[config.mk]
export PLATFORM = sky130hd
export DESIGN_NAME = sseg_capture
export DESIGN_NICKNAME = d
export VERILOG_FILES = /design/src/rtl/sseg_capture.sv
export SDC_FILE = /design/constraint.sdc
export NUM_CORES = 1
export LEC_CHECK = 0
export BUFFER_PORTS_ARGS = -buffer_cell sky130_fd_sc_hd__clkbuf_2
export CORE_MARGIN = 10
export CORE_UTILIZATION = 58
export CTS_CLUSTER_SIZE = 28
export DETAILED_ROUTE_END_ITERATION = 8
export PLACE_DENSITY = 0.86
export SLEW_MARGIN = 0
export SYNTH_ARGS = -nofsm -noshare
export SYNTH_HDL_FRONTEND = slang
export SYNTH_SLANG_ARGS = --single-unit
[constraint.sdc]
create_clock -name tic_ms -period 4.2 [get_ports tic_ms]
set_clock_uncertainty 0.05 [all_clocks]
set_input_delay 0.63 -clock tic_ms [delete_from_list [all_inputs] [get_ports tic_ms]]
set_output_delay 0.63 -clock tic_ms [all_outputs]
set_load 0.01 [all_outputs]
[src/rtl/sseg_capture.sv]
// rtl/sseg_capture.sv - seven-segment bus monitor: decodes scanned glyphs back into a BCD frame
module sseg_capture #(
  parameter int TIMEOUT = 8,
  parameter bit STRICT  = 1'b1
) (
  input  logic        tic_ms,
  input  logic        rst,
  input  logic        en,
  input  logic [7:0]  sseg,
  input  logic [3:0]  an,
  output logic [15:0] bcd_out,
  output logic        frame_valid,
  output logic        locked,
  output logic        pattern_err,
  output logic        anode_err,
  output logic        timeout
);

  localparam int CW = (TIMEOUT > 1) ? $clog2(TIMEOUT) : 1;
  localparam logic [CW-1:0] CNT_LAST = CW'(TIMEOUT - 1);

  typedef enum logic [1:0] {OFF, ACQ, LOCK} state_t;

  state_t        state, state_n;
  logic [7:0]    sseg_q;
  logic [3:0]    an_q;
  logic [3:0]    seen, seen_n;
  logic          bad, bad_n;
  logic [CW-1:0] cnt, cnt_n;
  logic [15:0]   digits, digits_n;
  logic [15:0]   bcd_n;
  logic          fv_n, pe_n, ae_n, to_n;

  logic          glyph_ok;
  logic [3:0]    glyph_code;
  logic          slot_valid, slot_multi;
  logic [1:0]    slot_idx;
  logic [3:0]    seen_acc;
  logic          bad_acc;
  logic [15:0]   dig_acc;

  // dp is part of the match, so a lit decimal point makes the glyph undecodable
  always_comb begin
    glyph_ok   = 1'b1;
    glyph_code = 4'hF;
    case (sseg_q)
      8'hC0: glyph_code = 4'd0;
      8'hF9: glyph_code = 4'd1;
      8'hA4: glyph_code = 4'd2;
      8'hB0: glyph_code = 4'd3;
      8'h99: glyph_code = 4'd4;
      8'h92: glyph_code = 4'd5;
      8'h82: glyph_code = 4'd6;
      8'hF8: glyph_code = 4'd7;
      8'h80: glyph_code = 4'd8;
      8'h98: glyph_code = 4'd9;
      default: glyph_ok = 1'b0;
    endcase
  end

  always_comb begin
    slot_valid = 1'b0;
    slot_multi = 1'b0;
    slot_idx   = 2'd0;
    case (an_q)
      4'b1110: begin slot_valid = 1'b1; slot_idx = 2'd0; end
      4'b1101: begin slot_valid = 1'b1; slot_idx = 2'd1; end
      4'b1011: begin slot_valid = 1'b1; slot_idx = 2'd2; end
      4'b0111: begin slot_valid = 1'b1; slot_idx = 2'd3; end
      4'b1111: ;
      default: slot_multi = 1'b1;
    endcase
  end

  always_comb begin
    state_n  = state;
    seen_n   = seen;
    bad_n    = bad;
    cnt_n    = cnt;
    digits_n = digits;
    bcd_n    = bcd_out;
    fv_n     = 1'b0;
    pe_n     = 1'b0;
    ae_n     = 1'b0;
    to_n     = 1'b0;
    seen_acc = seen;
    bad_acc  = bad;
    dig_acc  = digits;
    if (!en) begin
      state_n = OFF;
      seen_n  = '0;
      bad_n   = 1'b0;
      cnt_n   = '0;
    end else if (state == OFF) begin
      state_n = ACQ;
    end else begin
      if (slot_valid) begin
        dig_acc[{slot_idx, 2'b00} +: 4] = glyph_code;
        seen_acc[slot_idx]              = 1'b1;
        if (!glyph_ok) begin
          bad_acc = 1'b1;
          pe_n    = 1'b1;
        end
      end
      ae_n     = slot_multi;
      digits_n = dig_acc;
      // completion is tested before timeout so a frame closing on the last cycle still counts
      if (seen_acc == 4'b1111) begin
        if (!(bad_acc && STRICT)) begin
          bcd_n   = dig_acc;
          fv_n    = 1'b1;
          state_n = LOCK;
        end
        seen_n = '0;
        bad_n  = 1'b0;
        cnt_n  = '0;
      end else if (cnt == CNT_LAST) begin
        to_n    = 1'b1;
        seen_n  = '0;
        bad_n   = 1'b0;
        cnt_n   = '0;
        state_n = ACQ;
      end else begin
        seen_n = seen_acc;
        bad_n  = bad_acc;
        cnt_n  = cnt + CW'(1);
      end
    end
  end

  always_ff @(posedge tic_ms or posedge rst) begin
    if (rst) begin
      state       <= OFF;
      sseg_q      <= 8'hFF;
      an_q        <= 4'hF;
      seen        <= '0;
      bad         <= 1'b0;
      cnt         <= '0;
      digits      <= '0;
      bcd_out     <= '0;
      frame_valid <= 1'b0;
      pattern_err <= 1'b0;
      anode_err   <= 1'b0;
      timeout     <= 1'b0;
    end else begin
      state       <= state_n;
      sseg_q      <= sseg;
      an_q        <= an;
      seen        <= seen_n;
      bad         <= bad_n;
      cnt         <= cnt_n;
      digits      <= digits_n;
      bcd_out     <= bcd_n;
      frame_valid <= fv_n;
      pattern_err <= pe_n;
      anode_err   <= ae_n;
      timeout     <= to_n;
    end
  end

  assign locked = (state == LOCK);

endmodule
# --- Word level (Yosys, flattened, before mapping) ---
# Index checks and enable logic that the tools add are counted.
totals:
  regBits: 58
  word_cells: 97
  in_bits: 15
  out_inout_bits: 21
op_classes:
  muxes: 47
  n_shift: 2
  n_bitwise: 3
  addsub: 2
  order_cmp: 2
  reduce_logical: 8
  eq_ne: 21
ops:
  columns: ["op", "count"]
  rows:
  - ["equality test 8 bit (second input constant)", 10]
  - ["one-hot mux 4 bit (10 select lines)", 1]
  - ["two-way mux 4 bit", 7]
  - ["two-way mux 1 bit", 26]
  - ["equality test 4 bit (second input constant)", 5]
  - ["bitwise mux 16 bit", 1]
  - ["two-way mux 16 bit", 1]
  - ["variable shift 4 x 6 -> 16 bit (first input constant)", 1]
  - ["variable part select 4 x 6 -> 16 bit", 1]
  - ["two-way mux 3 bit", 4]
  - ["two-way mux 2 bit", 5]
  - ["OR reduction 10 bit", 1]
  - ["negation 4 -> 6 bit", 1]
  - ["one-hot mux 2 bit (3 select lines)", 1]
  - ["OR reduction 5 bit", 1]
  - ["equality test 4 x 3 -> 1 bit (second input constant)", 1]
  - ["inequality test 4 x 1 -> 1 bit (second input constant)", 1]
  - ["inequality test 4 bit (second input constant)", 1]
  - ["OR 4 bit", 1]
  - ["AND reduction 2 bit", 2]
  - ["AND reduction 4 bit", 1]
  - ["OR reduction 4 bit", 1]
  - ["adder 3 x 1 -> 3 bit (second input constant)", 1]
  - ["equality test 3 bit (second input constant)", 1]
  - ["8 further kinds", 9]

# --- Logic depth before layout (Yosys ltp) ---
logic_depth:
  ltp_word: 14
  ltp_mapped: 13

# --- Least setup slack after synthesis ---
# Ideal clock, no wire load.
synth_timing:
  kind: "register to register"
  start: "reg an_q[1]"
  end: "reg bcd_out[0]"
  path_buffers: 3
  setup_slack_ps: 1181
  arrival_ps: 2844
  path_stages_with_launch: 14
  synth_period_minus_slack_ps: 3019
  setup_time_ps: 125
  cell_sequence: "dfstp_2 -> buf_4 -> xor2_1 -> and3_1 -> buf_6 -> inv_1 -> ha_1 -> nand2_1 -> a211oi_1 -> a311oi_1 -> a2111oi_4 -> nand3_4 -> buf_6 -> mux2_4"
synth_via:
  elab_chain_len: 12
  word_cells_on_any_way: 27
synth_rtl:
  columns: ["element", "line", "text"]
  rows:
  - ["start: declaration", "26", "logic [3:0] an_q;"]
  - ["start signal: assignment", "148", "an_q <= an;"]
  - ["equality test 4 x 3 -> 1 bit / equality test 4 bit (equally long branches)", "65", "case (an_q)"]
  - ["one-hot mux 2 bit (3 select lines)", "65", null]
  - ["< comparator 2 x 3 -> 1 bit (implied by the code) / greater-or-equal comparator 2 x 1 -> 1 bit (equally long branches)", "99", "seen_acc[slot_idx] = 1'b1;"]
  - ["logical AND 1 bit (implied by the code)", "99", null]
  - ["two-way mux 1 bit (implied by the code)", "99", null]
  - ["demux 1 bit (select 2 bit)", "99", null]
  - ["OR 4 bit (no source line)", null, null]
  - ["two-way mux 4 bit", "97", "if (slot_valid) begin"]
  - ["two-way mux 4 bit", "94", "end else if (state == OFF) begin"]
  - ["two-way mux 4 bit", "89", "if (!en) begin"]
  - ["equality test 4 bit", "108", "if (seen_acc == 4'b1111) begin"]
  - ["AND reduction 4 bit (no source line)", null, null]
  - ["end signal: assignment", "153", "bcd_out <= bcd_n;"]
  - ["end: declaration", "11", "output logic [15:0] bcd_out,"]
# Several ways; a longest one is shown, not always the timed one. The select of a mux whose other input is x is not followed.
# A chain may end at the register's enable or synchronous reset.

# --- Worst setup path after layout ---
layout_timing:
  start: "reg an_q[3]"
  end: "reg bcd_out[5]"
# Same word-level chain as after synthesis.

==> results.toml <==
[routing]
viasPerCell = 5.87
drt_iter0_markers = 205
vias = 2203
routed_wl_mm = 5.75
drc = 0
dr.pass1.iters = 4
antenna_left = 0
wl_per_cell_um = 15.3

[logic_synthesis]
synth_compound_area_share_pct = 16.8
synth_edf_count = 0
syn_area_um2 = 2930
synth.area.top_cells = "dfrtp_1 39%, dfstp_2 11%, o21ai_0 8.9%"
yosysTopAreaCellShare_pct = 39.3
synthMuxAreaShare_pct = 7.31
synth_xor_area_share_pct = 2.09
ys_seq_area_share_pct = 50.1
yosysWarnings = 0
async_flop_share_pct = 100
syn_avg_cell_area_um2 = 10.7
synth_top_flop_cell = "dfrtp_1"
yosys.area_share.simple_pct = 14.6
synth_nets = 297
synth.distinct_cells = 46
ys_seq_elements = 58
synth_top_family_by_area = "compound AO/OA/AOI/OAI gates"
syn_inst = 273
yosys.area_share.adder_pct = 4.19
synth_top_cell_by_area = "dfrtp_1"

[placement]
port_buffers = 35
dpl_worst_slack_ns = 0.774
dp.final_hpwl_mm = 4.17
placed_cell_area_um2 = 3090
place_inst = 359
gp_congestion = 0.876

[power]
p_int_mw = 0.895
swShare_pct = 24.8
power_mw = 1.19
p_clk_share_pct = 40.6
vdd_drop_max_uv = 288
power_frac_comb_pct = 8.2
power.density_nw_per_um2 = 363
power.switching_mw = 0.295
seq_power_share_pct = 51.2
power.leakage_nw = 1.53

[sta]
fin_crit_sh_pct = 81.4
tightest_slew_ns = 0.894
hold_slack_ns = 0.224
report.final.slew_viol_count = 0
relSlewSlack_pct = 40.0
setup_viol = 0
hold_viol_final = 0
min_period_ns = 3.42
layout_setup_ws_ns = 0.780
tns_ns = 0
fmax_mhz = 292
rsz0062_at_grt = "no"

[cells_and_area]
layout_common_cells = "51 x o21ai_0, 46 x dfrtp_1, 35 x clkbuf_2"
fin_area_um2 = 3280
fill_cells = 383
final_common_cell = "o21ai_0"
area_growth_pct = 12.1
fin_util_pct = 68.1
nets = 327
layout.cells.non_filler = 375
diodes = 0
drive_gt1_share_pct = 30.2

[cts]
cts.htree.levels = 3
tritoncts = "built"
cts_buffer_depth = 2
post_cts_buffers = 0
cts_resized = 0
clockRootBuffer = "clkbuf_8"
clock_sinks = 58
clk_latency_ns = 0.33
numCtsBuffers = 9
clkTransAtPathRegs_ns = 0.07
hold_buffers = 0

[grt]
grt-ovfl-total = 0
grt_pass1_wl_mm = 9.73
grt_usage_pct = 14.3
antenna_found_initial = 0
first_global_vias = 2148
grt_max_degree = 38

[setup_path]
startpoint_type = "flop"
crit_required_ns = 4.37
slowest_stage = "a2111oi_4"
crit_path_cell_trace = "xor2_1, and3_1, inv_1, ha_1, nand2_1, a211oi_1, a311oi_1, a2111oi_4, nand3_4, mux2_4"
max_stage_delay_ns = 0.66
cp_max_fo = 17
crit_type = "flop to flop"
cp.arrival_ns = 3.59
critPathCaptureType = "flop"

[die]
die_y_um = 91.0
num_rows = 25
ios = 36
core_area_um2 = 4820
initial_core_util_pct = 60.8
fp.dieW_um = 91.0
dieArea_um2 = 8290

[min_path]
holdCritPathClass = "input pin to async pin"

[status]
status = "completed"

[job]
drv_cap = 0
==> Yosys cell counts, types with 5 or more instances <==
cell type	n
nand2_1	25
clkbuf_1	11
ha_1	9
mux2_4	9
nor2_1	5
a21oi_1	7
mux2_2	7
xor2_1	5
nor4_1	7
dfstp_2	12
inv_1	10
or4_1	5
o21ai_0	52
dfrtp_1	46
==> power by group through the flow <==
stage / sequential, mW / clock [mW] / combinational [mW]
3_5_place_dp: 0.619 / 0 / 0.0989
5_1_grt: 0.613 / 0.521 / 0.113
6_report: 0.609 / 0.483 / 0.0977
4_1_cts: 0.609 / 0.492 / 0.0988
3_3_place_gp: 0.617 / 0 / 0.0951
2_1_floorplan: 0.608 / 0 / 0.0850
==> registers in the layout, indices dropped and copies added, names as in the netlist <==
signal       count
an_q             4
anode_err        1
bad              1
bcd_out         16
cnt              3
digits          16
frame_valid      1
pattern_err      1
seen             4
sseg_q           8
state            2
timeout          1
==> logic make-up after synthesis <==
family | Yosys count
adders and majority gates | 10
muxes | 16
and+or+nand+nor | 74
DFF | 58
buffers and inverters | 28
AOI/OAI and AO/OA | 80
xor gates and xnor gates | 7
==> worst max-delay path, delay by kind of cell, from the launching register on <==
| family | cells | cell delay [ns] |
|---|---|---|
| compound gates | 3 | 0.98 |
| xor+xnor | 1 | 0.08 |
| fa+ha+maj | 1 | 0.19 |
| buf+inv | 1 | 0.19 |
| flops | 1 | 0.60 |
| mux | 1 | 0.40 |
| simple gates | 3 | 0.80 |
==> cell type report <==
class	instances	area [um^2]	area share [%]
well taps	67	83.8	2.56
multi-input cells	187	1320	40.1
clock buffers	10	128	3.89
clock inverters	6	57.6	1.76
flip-flops and latches	58	1470	44.7
inverters	10	37.5	1.14
repair buffers	37	190	5.80
==> final timing paths <==
path                                    start                      to  slack (ns)  cells past startpoint
setup / recovery            an_q[3]$_DFF_PP1_  bcd_out[5]$_DFFE_PP0P_        0.78                     10
hold / removal                            rst  bcd_out[9]$_DFFE_PP0P_        0.22                      2
setup reg to reg            an_q[3]$_DFF_PP1_  bcd_out[5]$_DFFE_PP0P_        0.78                     10
hold reg to reg            cnt[0]$_DFFE_PP0P_      cnt[0]$_DFFE_PP0P_        0.45                      1
max in group asynchronous                 rst  digits[10]$_DFFE_PP0P_        3.07                      3
min in group tic_ms                     an[1]       an_q[1]$_DFF_PP1_        0.32                      1
==> layer usage <==
layer | vias up | GRT usage [%] | routed length, um | part of all wire (%)
met2 | 68 | 22.6 | 2690 | 47
met3 | 16 | 4.69 | 351 | 6.1
met5 | - | 0 | 0 | 0
met4 | 0 | 7.18 | 117 | 2.0
met1 | 1074 | 17.0 | 2590 | 45
li1 | 1045 | - | - | -
No activity file was read; power rests on OpenSTA's default activity.
